File: src/rtl/pico_alu_mc.sv
// Multi-cycle signed ALU: PASS/ADD/ADDS/SUB in one cycle, MUL_LO/MUL_HI on an iterative shift-add engine.
// Latency: 1 cycle for single-cycle functions, N+2 cycles for multiplies (start sample to done).
// Backpressure: busy is high during MUL/FIN; a start seen while busy is dropped, not queued.
module pico_alu_mc #(
    parameter int N = 8
) (
    input  logic         clk,
    input  logic         reset,
    input  logic         start,
    input  logic [2:0]   func,
    input  logic [N-1:0] a,
    input  logic [N-1:0] b,
    output logic         busy,
    output logic         done,
    output logic [N-1:0] result,
    output logic         ovf,
    output logic         zero,
    output logic         illegal
);

    localparam logic [2:0] F_PASS_A = 3'b000;
    localparam logic [2:0] F_PASS_B = 3'b001;
    localparam logic [2:0] F_ADD    = 3'b010;
    localparam logic [2:0] F_MUL_LO = 3'b011;
    localparam logic [2:0] F_MUL_HI = 3'b100;
    localparam logic [2:0] F_ADDS   = 3'b101;
    localparam logic [2:0] F_SUB    = 3'b110;

    localparam int CW = (N > 2) ? $clog2(N) : 1;
    localparam logic [CW-1:0] LAST_CNT = CW'(N - 1);
    localparam logic [N-1:0] SAT_MAX = {1'b0, {(N-1){1'b1}}};
    localparam logic [N-1:0] SAT_MIN = {1'b1, {(N-1){1'b0}}};

    typedef enum logic [1:0] {
        S_IDLE,
        S_MUL,
        S_FIN
    } state_t;

    // Captured multiply context: operand magnitudes plus the result sign and LO/HI select.
    typedef struct packed {
        logic         sign;
        logic         hi;
        logic [N-1:0] mcand;
        logic [N-1:0] mplier;
    } mul_ctx_t;

    state_t           state;
    state_t           state_nxt;
    mul_ctx_t         ctx;
    logic [CW-1:0]    count;
    logic [2*N-1:0]   acc;

    logic             is_mul;
    logic             accept_sc;
    logic             accept_mul;
    logic             load;
    logic [N-1:0]     sum;
    logic [N-1:0]     diff;
    logic             add_ovf;
    logic             sub_ovf;
    logic [N-1:0]     sc_res;
    logic             sc_ovf;
    logic             sc_ill;
    logic [2*N-1:0]   partial;
    logic [2*N-1:0]   prod;
    logic             lo_ovf;
    logic [N-1:0]     ld_res;
    logic             ld_ovf;
    logic             ld_ill;

    function automatic logic [N-1:0] mag(input logic [N-1:0] v);
        return v[N-1] ? (~v + 1'b1) : v;
    endfunction

    assign is_mul     = (func == F_MUL_LO) || (func == F_MUL_HI);
    assign accept_sc  = (state == S_IDLE) && start && !is_mul;
    assign accept_mul = (state == S_IDLE) && start && is_mul;
    assign load       = accept_sc || (state == S_FIN);
    assign busy       = (state != S_IDLE);

    always_ff @(posedge clk) begin
        if (reset) begin
            state <= S_IDLE;
        end else begin
            state <= state_nxt;
        end
    end

    always_comb begin
        state_nxt = state;
        case (state)
            S_IDLE:  if (accept_mul) state_nxt = S_MUL;
            S_MUL:   if (count == LAST_CNT) state_nxt = S_FIN;
            S_FIN:   state_nxt = S_IDLE;
            default: state_nxt = S_IDLE;
        endcase
    end

    assign sum     = a + b;
    assign diff    = a - b;
    assign add_ovf = (a[N-1] == b[N-1]) && (sum[N-1] != a[N-1]);
    assign sub_ovf = (a[N-1] != b[N-1]) && (diff[N-1] != a[N-1]);

    always_comb begin
        sc_res = '0;
        sc_ovf = 1'b0;
        sc_ill = 1'b0;
        case (func)
            F_PASS_A: sc_res = a;
            F_PASS_B: sc_res = b;
            F_ADD: begin
                sc_res = sum;
                sc_ovf = add_ovf;
            end
            F_ADDS: begin
                // Overflow direction follows the common operand sign.
                sc_res = add_ovf ? (a[N-1] ? SAT_MIN : SAT_MAX) : sum;
                sc_ovf = add_ovf;
            end
            F_SUB: begin
                sc_res = diff;
                sc_ovf = sub_ovf;
            end
            F_MUL_LO, F_MUL_HI: sc_res = '0;
            default: sc_ill = 1'b1;
        endcase
    end

    assign partial = {{N{1'b0}}, ctx.mcand} << count;
    assign prod    = ctx.sign ? (~acc + 1'b1) : acc;
    // The low half is representable only if the top N+1 product bits are a pure sign extension.
    assign lo_ovf  = !((&prod[2*N-1:N-1]) || !(|prod[2*N-1:N-1]));

    always_comb begin
        ld_res = sc_res;
        ld_ovf = sc_ovf;
        ld_ill = sc_ill;
        if (state == S_FIN) begin
            ld_res = ctx.hi ? prod[2*N-1:N] : prod[N-1:0];
            ld_ovf = ctx.hi ? 1'b0 : lo_ovf;
            ld_ill = 1'b0;
        end
    end

    always_ff @(posedge clk) begin
        if (reset) begin
            done    <= 1'b0;
            result  <= '0;
            ovf     <= 1'b0;
            zero    <= 1'b0;
            illegal <= 1'b0;
            count   <= '0;
            acc     <= '0;
            ctx     <= '0;
        end else begin
            done <= load;
            if (load) begin
                result  <= ld_res;
                ovf     <= ld_ovf;
                zero    <= (ld_res == '0);
                illegal <= ld_ill;
            end
            if (accept_mul) begin
                ctx.sign   <= a[N-1] ^ b[N-1];
                ctx.hi     <= (func == F_MUL_HI);
                ctx.mcand  <= mag(a);
                ctx.mplier <= mag(b);
                acc        <= '0;
                count      <= '0;
            end else if (state == S_MUL) begin
                if (ctx.mplier[count]) begin
                    acc <= acc + partial;
                end
                count <= (count == LAST_CNT) ? '0 : count + 1'b1;
            end
        end
    end

endmodule

File: config.mk
export PLATFORM = sky130hd
export DESIGN_NAME = pico_alu_mc
export DESIGN_NICKNAME = d
export VERILOG_FILES = /design/src/rtl/pico_alu_mc.sv
export SDC_FILE = /design/constraint.sdc
export NUM_CORES = 1
export LEC_CHECK = 0
export ABC_AREA = 1
export BUFFER_PORTS_ARGS = -buffer_cell sky130_fd_sc_hd__clkbuf_2
export CAP_MARGIN = 15
export CORE_MARGIN = 4
export CORE_UTILIZATION = 62
export DETAILED_ROUTE_END_ITERATION = 8
export PLACE_DENSITY_LB_ADDON = 0.05
export SYNTH_ARGS = -nofsm -noshare
export SYNTH_HDL_FRONTEND = slang
export SYNTH_SLANG_ARGS = --single-unit
File: constraint.sdc
create_clock -name clk -period 3.15 [get_ports clk]
set_input_delay 0.1575 -clock clk [delete_from_list [all_inputs] [get_ports clk]]
set_output_delay 0.1575 -clock clk [all_outputs]
set_load 0.02 [all_outputs]
Yosys cells after proc, flatten, opt, wreduce, memory -nomap -nowiden
Cells that the tools add are included.

Flip-flop bits (word level): 51. Bits of input ports: 22. Output and inout port bits: 13. Logic and storage cells: 81.

Add/subtract/negate cells: 7. Order comparisons: 1. Equality and inequality tests: 15. Shifts and indexed selects: 1. Muxes and demuxes: 19. Bitwise operators: 4. Reductions and logical operators: 22.

Operator list (number): 8-bit two-way mux (6); 8-bit case mux with 5 select lines (1); 16-bit by 1-bit adder with 16-bit output (second input constant) (1); 16-bit adder (1); 8-bit by 1-bit adder with 8-bit output (second input constant) (2); 16-bit two-way mux (1); 16-bit NOT (1); 8-bit NOT (2); 8-bit by 3-bit left shift with 16-bit output (1); 3-bit == test (second input constant) (4); 9-bit AND reduction (1); 9-bit OR reduction (1); 8-bit adder (1); 8-bit zero test (1); 8-bit subtractor (1); 7-bit OR reduction (1); 3-bit by 2-bit == test with 1-bit output (second input constant) (2); 1-bit logical AND (5); 1-bit two-way mux (5); 3-bit by 4-bit < comparator with 1-bit output (second input constant) (1); 2-bit two-way mux (2); 2-bit inequality test (second input constant) (2); 2-bit case mux with 2 select lines (1); 2-bit AND reduction (2); 16 further kinds (23).

Logic depth before layout (Yosys ltp)
Word-level depth: 9. Gate-level depth with buffers: 19. Mapped depth without buffers: 18.

Least setup slack after synthesis
OpenSTA, ideal clock, no wires.

Path type: reg2reg. Start: reg count[0]. End: reg acc[12]. Library setup time: 0.056 ns. Arrival time: 2.646 ns. Setup slack: 0.449 ns. Stages on the path, launching flop included: 17. Period minus slack after synthesis: 2.701 ns. Cells stage by stage: dfxtp_1 > buf_2 > clkbuf_1 > mux2i_1 > nand2_1 > nand3_1 > o21ai_0 > ha_1 > a21o_1 > a21oi_2 > o21ai_1 > a21boi_1 > o21ai_0 > or2_2 > nand3_1 > nand2_1 > inv_1.

Cells in the longest elaborated chain, start to end: 3. Elaborated cells between the ends (all ways): 5. Classes of those cells: add/sub (1); shift (1); mux (2); reduce/logical (1).

Ends and longest elaborated chain: start: declaration (line 51) `logic [CW-1:0] count;`; start signal: assignment (line 175) `count <= (count == LAST_CNT) ? '0 : count + 1'b1;`; branches (longest 3 deep; another with 16-bit adder); end signal: assignment (line 173) `acc <= acc + partial;`; end: declaration (line 52) `logic [2*N-1:0] acc;`.

Several ways; the timed one is not identified. The select of a mux whose other input is x is not followed. A chain may end at the register's enable or synchronous reset.

Final worst setup path
Start: reg count[2]. End: reg acc[13].

Same word-level chain as after synthesis.

==> qor.yml <==
outcome:
  status: "finished clean"
final_layout:
  stdcell_area_mm2: 0.00508
  area_growth_pct: 6.37
  finalNetCount: 858
  fin_cells: 899
  insertedDiodeCount: 0
  fill_cells: 696
  drive_above_1_share: 0.0750
  utilization: 0.689
  seq_area_mm2: 0.00102
  multi_input_area_mm2: 0.00325
floorplan:
  die_area_mm2: 0.00917
  start_util: 0.648
  die_height_um: 95.7
  rows: 31
  core_mm2: 0.00737
  ioPinCount: 35
  fp.dieW_um: 95.7
worst_setup_path:
  critPathBufInv: 2
  criticalPathCategory: "reg -> reg"
  crit_fanout: 14
  worstPathRequired_ps: 3350
  reg2reg_from: "count[2]"
  critPathSlowestCell: "dfxtp_1"
  critPathLaunch: "count[2]"
  startpoint_type: "flop"
  crit_chain: "inv_1 > o21ai_0 > ha_1 > nand2_1 > nor2_1 > nand3_1 > nand4_1 > a21o_1 > a21oi_1 > o21ai_0 > o211ai_1 > inv_1"
  critical_path.top_delay_family: "compound AO/OA/AOI/OAI gates"
  cp-end-kind: "flop"
  slowest_delay_ps: 640
  arrival_ps: 3040
timing:
  max_freq_mhz: 353
  report.final.slew_viol_count: 0
  finalHoldViolCount: 0
  setup_tns_ps: 0
  slew_headroom: 0.489
  grt_setup_unrepaired: "no"
  worst_pin_slew_ps: 763
  fin_ws_ps: 314
  finalCriticalPeriod_ps: 2840
  min_period_over_period: 0.900
  hold_slack_ps: 164
  setup_viol: 0
  skew_ps: 21.1
pwr:
  power_density_mw_per_mm2: 310
  peakVddDrop_uv: 231
  p_leak_nw: 2.62
  power_mw: 1.57
route:
  avgViaCountPerCell: 5.75
  drtIter0Drc: 338
  ant_nets: 0
  drc: 0
  detail_route.wl_per_cell_um: 14.2
  dr.pass1.iters: 5
  totalWireLength_um: 12700
  vias: 5173
synth:
  synth_xor_area_frac: 0.0532
  synth.avg_cell_area_um2: 6.12
  yosys_warnings: 0
  synth_flop_cell: "dfxtp_1"
  ys_types: 44
  synth_area_leaders: "dfxtp_1 21%, nand2_1 14%, ha_1 8.9%"
  synth-simple-area-share: 0.325
  synthCells: 780
  synth-seq-cells: 51
  synth_nets: 839
  synth_compound_area_frac: 0.192
  yosysTopAreaCellShare: 0.214
  synth_top_family_by_area: "simple AND/OR/NAND/NOR gates"
  synthAdderAreaFrac: 0.102
  synth-edff-count: 0
  synth_top_area_cell: "dfxtp_1"
  yosys-mux-area-fraction: 0.00839
  synthArstFlopShare: 0
  synthesis.area_mm2: 0.00477
  seq_area_frac_synth: 0.214
grt:
  grt_pass1_wl_um: 21200
  grt.total_usage: 0.289
  grt_pass1_vias: 4726
  gr-total-overflow: 0
  grt_max_degree: 34
  antenna_found_initial: 0
min_path:
  hold_start: "reset"
  hold_class: "in -> reg"
placed_design:
  place.gp.congestion: 1.02
  portBuffers: 34
  dpl.hpwl_um: 10400
  dp_slack_ps: 394
  dp.cells: 891
  place_area_mm2: 0.00498
cts:
  ctsHtreeMaxLevel: 2
  clk_latency_ps: 310
  tritoncts: "built"
  cts.clk_slew.worst_paths_ps: 110
  clock-sinks: 51
  clockRootBuffer: "clkbuf_8"
  cts_made_buffers: 5
  clk_path_buf_depth: 2
run:
  max-cap-violations: 0
==> registers in the layout (all words and copies together) (netlist names) <==
name,cells
ctx,18
acc,16
result,8
count,3
state,2
done,1
illegal,1
ovf,1
zero,1
==> cells in the mapped netlist (4+ instances only) <==
| cell type | number |
|---|---|
| nand2_1 | 181 |
| inv_1 | 99 |
| nor2_1 | 80 |
| nand3_1 | 67 |
| o21ai_0 | 65 |
| a21oi_1 | 63 |
| dfxtp_1 | 51 |
| ha_1 | 34 |
| xor2_1 | 25 |
| buf_2 | 11 |
| clkbuf_1 | 11 |
| nand4_1 | 11 |
| nor3_1 | 11 |
| o211ai_1 | 5 |
| o21bai_1 | 5 |
| a21o_1 | 4 |
| a31oi_1 | 4 |
| inv_2 | 4 |
| mux2i_1 | 4 |
| nand2_2 | 4 |
| xnor2_1 | 4 |
==> cells by family (layout without fill, tap and decap cells) <==
kind of cell    count (synthesis)  in the layout
compound gates                165            165
xor+xnor                       29             29
fa+ha+maj                      37             37
buf+inv                       129            149
flops                          51             51
mux                             4              4
simple gates                  365            365
==> worst reg2reg max path: stages, from the launching register on <==
cell and delay [ps]:
dfxtp_1 640, inv_1 290, o21ai_0 420, ha_1 360, nand2_1 110, nor2_1 50
nand3_1 70, nand4_1 190, a21o_1 240, a21oi_1 130, o21ai_0 100, o211ai_1 90
inv_1 50
==> cell type report <==
cell class | count | share of cell area
clock inverter | 1 | 0.00172
multi-input combinational | 600 | 0.640
sequential | 51 | 0.201
inverter | 103 | 0.0761
clock buffer | 7 | 0.0170
tap | 99 | 0.0244
timing repair buffer | 38 | 0.0394
==> timing repair <==
action	4_1_cts	5_1_grt
endpoints found under the setup margin	0	1
gates resized for setup	0	1
hold buffers	0	0
buffers inserted	0	0
==> worst paths after layout <==
| path | cells after the start | slack, ps | end |
|---|---|---|---|
| worst max-delay path | 12 | 310 | acc[13] |
| worst min-delay path | 2 | 160 | illegal |
| worst max register to register | 12 | 310 | acc[13] |
| worst min register to register | 2 | 470 | illegal |
==> power breakdown <==
group | internal (mW) | switching [mW] | total [mW]
clock network | 0.181 | 0.224 | 0.405
logic | 0.156 | 0.312 | 0.468
registers | 0.675 | 0.0245 | 0.699
==> metal layers <==
layer / wire, um / GRT usage / vias to the layer above
met5: 0 / 0 / -
met4: 408 / 0.115 / 0
met3: 861 / 0.0336 / 34
met2: 5710 / 0.475 / 185
met1: 5760 / 0.385 / 2349
li1: - / - / 2605
==> cells in the final DEF, fill, tap and decap left out, types with 5 or more instances in the layout <==
cell,synthesis,routed
inv_1,99,98
inv_2,4,5
nand2_1,181,181
nor3_1,11,11
o21ai_0,65,65
dfxtp_1,51,51
nand4_1,11,11
ha_1,34,34
clkbuf_2,0,34
o211ai_1,5,5
nand3_1,67,67
nor2_1,80,80
clkbuf_8,0,6
a21oi_1,63,63
xor2_1,25,25
o21bai_1,5,5
No activity file was read; power rests on OpenSTA's default activity.
